$ cat src/rtl/fifo_wptr_full.sv
// Write-domain pointer, full/almost-full flags and fill level
// for the UART async FIFO.
module fifo_wptr_full #(
  parameter int addr_size = 8,
  parameter int AF_MARGIN = 4
) (
  input  logic                 clk,
  input  logic                 reset,
  input  logic                 wr_en,
  input  logic [addr_size:0]   rptr_gray_async,
  input  logic                 clr_overflow,
  output logic                 mem_we,
  output logic [addr_size-1:0] waddr,
  output logic [addr_size:0]   wptr_gray,
  output logic                 full,
  output logic                 almost_full,
  output logic [addr_size:0]   wr_level,
  output logic                 overflow
);

  localparam int W = addr_size + 1;
  localparam logic [addr_size:0] AF_TH =
    W'((1 << addr_size) - AF_MARGIN);

  logic [addr_size:0] wbin;
  logic [addr_size:0] wbin_next;
  logic [addr_size:0] wgray_next;
  logic [addr_size:0] rq1;
  logic [addr_size:0] rq2;
  logic [addr_size:0] rbin_s;
  logic [addr_size:0] full_tgt;
  logic [addr_size:0] lvl_next;
  logic               push;
  logic               full_next;
  logic               af_next;

  assign push       = wr_en & ~full;
  assign mem_we     = push;
  assign waddr      = wbin[addr_size-1:0];
  assign wbin_next  = wbin + {{addr_size{1'b0}}, push};
  assign wgray_next = wbin_next ^ (wbin_next >> 1);

  // Each binary bit is the XOR of all Gray bits at or above it.
  always_comb begin
    rbin_s = '0;
    for (int i = 0; i <= addr_size; i++) begin
      rbin_s[i] = ^(rq2 >> i);
    end
  end

  assign wr_level  = wbin - rbin_s;
  assign lvl_next  = wbin_next - rbin_s;
  assign full_tgt  = {~rq2[addr_size:addr_size-1],
                      rq2[addr_size-2:0]};
  assign full_next = (wgray_next == full_tgt);
  assign af_next   = (lvl_next >= AF_TH);

  always_ff @(posedge clk or posedge reset) begin
    if (reset) begin
      rq1 <= '0;
      rq2 <= '0;
    end else begin
      rq1 <= rptr_gray_async;
      rq2 <= rq1;
    end
  end

  always_ff @(posedge clk or posedge reset) begin
    if (reset) begin
      wbin        <= '0;
      wptr_gray   <= '0;
      full        <= 1'b0;
      almost_full <= 1'b0;
    end else begin
      wbin        <= wbin_next;
      wptr_gray   <= wgray_next;
      full        <= full_next;
      almost_full <= af_next;
    end
  end

  // A push attempt while full wins over a same-cycle clear.
  always_ff @(posedge clk or posedge reset) begin
    if (reset) begin
      overflow <= 1'b0;
    end else if (wr_en & full) begin
      overflow <= 1'b1;
    end else if (clr_overflow) begin
      overflow <= 1'b0;
    end
  end

endmodule

$ cat config.mk
export PLATFORM = sky130hd
export DESIGN_NAME = fifo_wptr_full
export DESIGN_NICKNAME = d
export VERILOG_FILES = /design/src/rtl/fifo_wptr_full.sv
export SDC_FILE = /design/constraint.sdc
export NUM_CORES = 1
export LEC_CHECK = 0
export BUFFER_PORTS_ARGS = -buffer_cell sky130_fd_sc_hd__buf_4
export CORE_MARGIN = 5
export CORE_UTILIZATION = 35
export DETAILED_ROUTE_END_ITERATION = 7
export PLACE_DENSITY = 0.61
export SLEW_MARGIN = 20
export SYNTH_ARGS = -nofsm -noshare
export SYNTH_HDL_FRONTEND = slang
export SYNTH_SLANG_ARGS = --single-unit
$ cat constraint.sdc
create_clock -name clk -period 7.7 [get_ports clk]
set_clock_uncertainty 0.2 [all_clocks]
set_input_delay 1.54 -clock clk [delete_from_list [all_inputs] [get_ports clk]]
set_output_delay 1.54 -clock clk [all_outputs]
set_load 0.01 [all_outputs]
== After elaboration in Yosys (flattened, before gate mapping) ==
Cells that the tools add are included.
Storage, ports and cells
  register bits after elaboration: 39
  output and inout port bits: 30
  input port bits: 13
Operators by class
  add/subtract/negate cells: 3
  mux-type cells: 2
  reduce and logical (&&, ||, !) cells: 10
  equal/unequal tests: 1
  magnitude comparators: 1
  bitwise logic cells: 5
Operator list (number)
  $reduce_xor A9 Y1: 9
  $sub A9 B9 Y9: 2
  $add A9 B1 Y9: 1
  $eq A9 B9 Y1: 1
  $ge A9 B8 Y1 const B: 1
  $xor A9 B8 Y9: 1
  $and A1 B1 Y1: 2
  $mux W1: 2
  $not A2 Y2: 1
  $reduce_bool A2 Y1: 1
  $not A1 Y1: 1

== Longest topological paths before layout ==
Gate-level depths: netlist of run 1.
  depth in word-level cells: 5
  depth in mapped cells: 16
  gate-level depth less buffers: 16

== Least setup slack after synthesis of run 1 ==
OpenSTA, ideal clock, no wires.
  kind: register to output
  from: reg rq2[8]
  to: out wr_level[8]
  data required time: 5.960 ns
  data arrival time: 3.824 ns
  setup slack: 2.136 ns
  cell stages (with the launch flop): 17
  cells stage by stage: dfrtp_1 > xnor3_2 > xor2_2 > xor2_2 > xnor3_2 > xnor2_2 > inv_2 > xnor2_2 > ha_1 > inv_1 > fa_1 > a21o_1 > a21oi_1 > nor2b_1 > o21a_1 > o41a_1 > xnor2_1
On the way
  longest elaborated chain between the ends: 2
  elaborated cells on any way between the ends: 10
RTL lines
  start: declaration: RTL line 29  | logic [addr_size:0] rq2;
  start signal: assignment: RTL line 64  | rq2 <= rq1;
  $reduce_xor A9 Y1: RTL line 47  | rbin_s[i] = ^(rq2 >> i);
  $sub A9 B9 Y9 *: RTL line 51  | assign wr_level = wbin - rbin_s;
  end: declaration: RTL line 17  | output logic [addr_size:0] wr_level,
Every way passes the cells marked *; elsewhere a longest branch is shown, timed or not.

== Final worst setup path of run 1 ==
Same ends and word-level chain as after synthesis.

==> results of run 1 <==
==> area by class of cell <==
cell class	count	area [um^2]
Multi-Input combinational cell	147	1234
Clock inverter	2	12.51
Tap cell	77	96.34
Inverter	14	52.55
Clock buffer	6	82.58
Fill cell	624	3562
Timing Repair Buffer	43	322.8
Sequential cell	38	950.9
==> synthesized netlist by cell type, drive strengths merged, types with 5 or more instances <==
cell   instances
dfrtp         38
xnor2         24
ha            18
xor2          18
inv           14
nand2         10
o21ai         10
a21oi          8
nor2           8
nor2b          6
nand4          5
nor3           5
==> sequential cells by signal, summed over array words and instances (netlist names) <==
register     flops
rq1              9
rq2              9
wbin             9
wptr_gray        8
almost_full      1
full             1
overflow         1
==> power by group through the flow <==
stage / combinational (W) / sequential [W] / clock (W)
floorplan: 0.000483 / 0.000290 / 0
global placement: 0.000713 / 0.000299 / 0
detailed placement: 0.000719 / 0.000298 / 0
CTS: 0.000723 / 0.000295 / 0.000149
global route: 0.000797 / 0.000302 / 0.000157
finish: 0.000714 / 0.000294 / 0.000144
==> layer usage <==
metal	vias to the layer above	share of wire [%]
met3	6	5.5
met1	735	47
met4	0	1.5
met2	36	46
met5	-	0
li1	786	-
==> cells by family (layout without fill, tap and decap cells) <==
| family | count (synthesis) | in the layout | share of synthesized area [%] |
|---|---|---|---|
| AOI/OAI and AO/OA | 34 | 34 | 10.17 |
| xor gates and xnor gates | 45 | 45 | 21.05 |
| adders and majority gates | 20 | 20 | 11.71 |
| buffers and inverters | 20 | 65 | 3.536 |
| DFF | 38 | 38 | 41.99 |
| muxes | 1 | 1 | 0.4420 |
| and+or+nand+nor | 47 | 47 | 11.11 |
==> per-stage QoR <==
step,setup WS (ps),std cells,hold WS (ps),total power (W)
3_3_place_gp,1929,319,132.8,0.001012
6_report,1515,327,150.7,0.001153
2_1_floorplan,2136,205,131.2,0.0007727
5_1_grt,1173,327,158.6,0.001256
3_5_place_dp,1814,319,134.7,0.001017
4_1_cts,1473,327,153.0,0.001167
==> path summary, 6_finish.rpt <==
check | from | endpoint | depth (start not counted)
max in group asynchronous | reset | wptr_gray[3] | 3
hold reg to reg | rq1[1] | rq2[1] | 0
hold / removal | rq1[1] | rq2[1] | 0
setup reg to reg | rq2[8] | almost_full | 15
min in group asynchronous | reset | rq1[0] | 3
setup / recovery | rq2[8] | wr_level[8] | 17
==> flow_summary_export.csv, run 1 <==
group,metric,value,unit
placement,placed_area,2656,um^2
setup_path,slowest_stage,"xnor3_2",
clock_network,tritoncts.num_buffers,5,
clock_network,ctsHoldBuffers,0,
drt,routed_wirelength,4.683,mm
setup_path,critical-path-top-delay-family,"XOR/XNOR gates",
finish,diodes,0,
setup_path,cp-start-kind,"flop",
setup_path,critPathMaxFanout,4,
global_routing,use_met3,3.417,%
drt,wl_per_cell,14.32,um
drt,dr_total_vias,1563,
clock_network,cts_sinks,38,
power,vdd_ir_drop_max,0.2766,mV
die,die_x,90.44,um
sta,rsz0062_at_grt,"false",
yosys,synth_area_leaders,"dfrtp_1 (42%), ha_1 (9.9%), xnor2_1 (8.1%)",
clock_network,cts_root_buffer,"clkbuf_8",
setup_path,end_kind,"output pin",
drt,drc,0,
finish,final_common_cell,"buf_4",
global_routing,grt_usage,12.23,%
clock_network,postCtsSetupRepairBufs,0,
clock_network,tritoncts,"yes",
yosys,synthCells,205,
power,p_leak,1.328,nW
global_routing,grt_pass1_wl,8.073,mm
yosys,avgSynthCellArea,11.05,um^2
placement,dp_hpwl,3.759,mm
sta,setup_tns,0,ps
setup_path,cpPeakStageDelay,490,ps
finish,stdcell_area,2751,um^2
drt,ant_nets,0,
yosys,syn_area,2265,um^2
die,start_util,35.87,%
power,p_seq_share,25.5,%
yosys,ys_types,40,
die,num_io_pins,43,
yosys,ys_ff_latch,38,
sta,hold_viol,0,
die,die_area,8179,um^2
sta,setup_viol,0,
clock_network,cts_buffer_depth,2,
yosys,synth-seq-area-share,41.99,%
global_routing,grt_max_degree,39,
yosys,synth_edf_count,0,
sta,fmax,161.7,MHz
sta,max_slew.worst_pin.slew,484.9,ps
finish,mostFrequentLayoutCells,"buf_4 (43), dfrtp_1 (38), xnor2_1 (21)",
power,p_int,0.0006648,W
sta,drv_slew,0,
setup_path,crit_arrival,4440,ps
power,swShare,42.33,%
setup_path,r2r_slack,3660,ps
drt,dr.pass1.iters,4,
sta,min_period_over_period,80.32,%
die,core-area,6314,um^2
power,p_per_area,418.9,nW/um^2
global_routing,grt.met1_usage,16.53,%
setup_path,crit_buf_inv,3,
die,die_h,90.44,um
yosys,synth_flop_cell,"dfrtp_1",
clock_network,clkTransAtPathRegs,80,ps
placement,numPortBuffers,42,
drt,drt-initial-drc-count,48,
clock_network,clock_latency,290,ps
drt,viasPerCell,4.780,
yosys,synth.top_cell.area_share,41.99,%
placement,place.gp.congestion,0.8477,
setup_path,cp_cell_sequence,"xnor3_2 > xor2_2 > xor2_2 > xnor3_2 > xnor2_2 > inv_2 > xnor2_2 > ha_1 > inv_1 > fa_1 > a21o_1 > a21oi_1 > nor2b_1 > o21a_1 > o41a_1 > xnor2_1 > buf_4",
global_routing,grt_use_met2,18.90,%
finish,fin_util,43.58,%
global_routing,busiest_layer,"met2",
finish,layout-drive-gt1-share,24.80,%
clock_network,ctsResizeCount,0,
power,combPwrFrac,62.0,%
power,power_switching,0.0004879,W
finish,area_growth,21.49,%
global_routing,antenna_found_initial,0,
die,rows,29,
sta,fin_crit,6185,ps
hold_path,hold_path.class,"reg -> reg",
yosys,async_flop_share,100.0,%
finish,num-nets-final,282,
setup_path,required,5960,ps
yosys,yosysTopAreaCell,"dfrtp_1",
yosys,synth_fp_nets,238,
global_routing,grt_pass1_vias,1682,
yosys,yosys_warnings,0,
job,drv_cap,0,
power,clkPwrFrac,12.5,%
outcome,status,"finished, final reports clean",
clock_network,h-tree-depth,2,
setup_path,worstSetupPathType,"reg -> out",
sta,slew_headroom,67.56,%
global_routing,gr-total-overflow,0,
Power figures use the tool's default switching activity.
==> inputs of run 2 (changes only) <==
--- a/config.mk
+++ b/config.mk
@@ -5,11 +5,12 @@
 export SDC_FILE = /design/constraint.sdc
 export NUM_CORES = 1
 export LEC_CHECK = 0
+export ABC_AREA = 1
 export BUFFER_PORTS_ARGS = -buffer_cell sky130_fd_sc_hd__buf_4
 export CORE_MARGIN = 5
 export CORE_UTILIZATION = 35
 export DETAILED_ROUTE_END_ITERATION = 7
-export PLACE_DENSITY = 0.61
+export PLACE_DENSITY = 0.6
 export SLEW_MARGIN = 20
 export SYNTH_ARGS = -nofsm -noshare
 export SYNTH_HDL_FRONTEND = slang
==> constraint.sdc (replaced) <==
create_clock -name clk -period 6.4 [get_ports clk]
set_clock_uncertainty 0.2 [all_clocks]
set_input_delay 1.28 -clock clk [delete_from_list [all_inputs] [get_ports clk]]
set_output_delay 1.28 -clock clk [all_outputs]
set_load 0.01 [all_outputs]
==> run 2 against run 1 <==
  * Clock-buffer cell count stayed put
  * Power is 40% higher
  * Routed wire length is 18% higher
  * Design area is 8.1% higher
  * Clock power is 77% higher
  * Die area is 5.9% higher
==> flow_summary_export.csv, run 2 <==
group,metric,value,unit
outcome,status,"finished, final reports clean",
setup_path,required,4920,ps
die,die_h,93.07,um
drt,viasPerCell,4.745,
finish,stdcell_count,432,
power,p_per_area,542.9,nW/um^2
drt,drt-met1-wl,2.598,mm
drt,met2_length,2.531,mm
job,drv_cap,0,
clock_network,clkTransAtPathRegs,80,ps
clock_network,tritoncts.num_buffers,5,
setup_path,critPathMaxFanout,4,
setup_path,worstSetupPathType,"reg -> out",
die,die_area,8661,um^2
clock_network,cts_sinks,38,
drt,dr.pass1.iters,4,
setup_path,crit_arrival,3160,ps
finish,num-nets-final,384,
die,core-area,6756,um^2
yosys,synth_area_leaders,"dfrtp_1 (39%), nand2_1 (15%), ha_1 (9.3%)",
setup_path,worst-r2r-cell-count,14,
global_routing,grt_usage,13.80,%
yosys,yosys-top-cells-count,"nand2_1 (94), dfrtp_1 (38), inv_1 (37)",
yosys,synth_edf_count,0,
sta,rsz0062_at_grt,"false",
finish,multi_input_area,1320,um^2
finish,area_growth,23.21,%
finish,diodes,0,
drt,routed_wirelength,5.513,mm
finish,reg_top3,"rq1: 9 flops, rq2: 9 flops, wbin: 9 flops",
clock_network,ctsHoldBuffers,0,
finish,regArea,950.9,um^2
setup_path,r2r_slack,3030,ps
yosys,synth_fp_nets,335,
yosys,ys_ff_latch,38,
yosys,ys_types,23,
placement,place.gp.congestion,0.9304,
sta,hold_viol,0,
finish,mostFrequentLayoutCells,"nand2_1 (94), buf_4 (43), dfrtp_1 (38)",
power,vdd_ir_drop_max,0.2102,mV
yosys,synth.top_cell.area_share,39.38,%
global_routing,grt_max_degree,39,
setup_path,end_kind,"output pin",
clock_network,cts_root_buffer,"clkbuf_8",
drt,dr_total_vias,2050,
drt,ant_nets,0,
drt,routed.top_layer,"met4",
clock_network,h-tree-depth,2,
finish,fillCellCount,684,
setup_path,cp-start-kind,"flop",
yosys,synthCells,302,
hold_path,hold_path.class,"reg -> reg",
drt,drt-initial-drc-count,108,
global_routing,grt_pass1_vias,2015,
sta,max_slew.worst_pin.slew,478.6,ps
global_routing,antenna_found_initial,0,
finish,layout-drive-gt1-share,15.63,%
sta,drv_slew,0,
drt,wl_per_cell,12.76,um
yosys,syn_area,2415,um^2
sta,worst_hold_slack,144.6,ps
clock_network,tritoncts,"yes",
yosys,yosysTopAreaCell,"dfrtp_1",
sta,slew_headroom,68.09,%
setup_path,startpoint,"rq2[4]",
sta,min_period_over_period,72.51,%
drt,drc,0,
setup_path,reg2reg_to,"almost_full",
yosys,async_flop_share,100.0,%
sta,fin_crit,4641,ps
yosys,synth_flop_cell,"dfrtp_1",
clock_network,ctsResizeCount,0,
sta,fmax,215.5,MHz
global_routing,gr-total-overflow,0,
placement,post-place-cells,424,
clock_network,clock_latency,290,ps
yosys,yosys_warnings,0,
yosys,avgSynthCellArea,7.996,um^2
setup_path,cp-endpoint,"wr_level[8]",
power,p_leak,1.583,nW
global_routing,grt_pass1_wl,9.370,mm
yosys,synth-seq-area-share,39.38,%
finish,final_common_cell,"nand2_1",
yosys,synth_most_common_cell,"nand2_1",
die,start_util,35.74,%
die,die_x,93.07,um
die,rows,30,
clock_network,cts_buffer_depth,2,
die,num_io_pins,43,
drt,wl_met3,257,um
setup_path,r2r_start,"rq2[8]",
placement,numPortBuffers,42,
sta,setup_viol,0,
placement,dp_hpwl,4.397,mm
sta,setup_tns,0,ps
clock_network,postCtsSetupRepairBufs,0,
run 2: kinds of logic after synthesis:
family	after synthesis	synth area share, %
compound gates	26	6.063
xor+xnor	30	11.81
fa+ha+maj	20	10.98
buf+inv	38	5.958
flops	38	39.38
simple gates	150	25.80
run 2: area by class of cell:
class / count / area share [%]
clock inverter: 2 / 2.019
multi-input combinational: 226 / 44.37
inverter: 37 / 4.668
timing repair buffer: 43 / 10.85
clock buffer: 6 / 2.775
tap: 80 / 3.364
sequential: 38 / 31.96
run 2: metal layers:
metal	track usage, %	vias up
li1	-	1059
met1	18.10	930
met2	22.68	51
met3	2.735	10
met4	4.762	0
met5	0	-
run 2: how the worst min path moves through the flow:
stage / cells past startpoint / from / to / slack (ps)
global route: 0 / rq1[2] / rq2[2] / 150
finish: 0 / rq1[2] / rq2[2] / 140
detailed placement: 0 / rq1[1] / rq2[1] / 130
CTS: 0 / rq1[2] / rq2[2] / 150
floorplan: 0 / rq1[0] / rq2[0] / 130
global placement: 0 / rq1[5] / rq2[5] / 130
run 2: power breakdown:
group	internal (W)	switching [W]	total, W
combinational	0.000423	0.000581	0.00100
clock	0.000166	0.0000886	0.000255
sequential	0.000295	0.0000615	0.000356
run 2: critical path, stage by stage (launching register included):
cell and delay (ps):
dfrtp_1 430, xnor2_1 280, xnor2_1 170, xor2_1 360, xor2_1 230, ha_1 180
inv_1 70, fa_1 410, nand3_1 90, nand2_1 100, nand4_1 90, o211ai_1 140
xor2_1 180, buf_4 160
run 2: through the flow:
step | worst slack (ps) | cell area, um^2 | util (%) | total power, W
2_1_floorplan | 2412 | 2415 | - | 0.001009
3_3_place_gp | 2116 | 2833 | 41.93 | 0.001356
3_5_place_dp | 2033 | 2833 | 41.93 | 0.001364
4_1_cts | 1710 | 2975 | 44.04 | 0.001627
5_1_grt | 1459 | 2975 | 44.04 | 0.001781
6_report | 1759 | 2975 | 44.04 | 0.001615
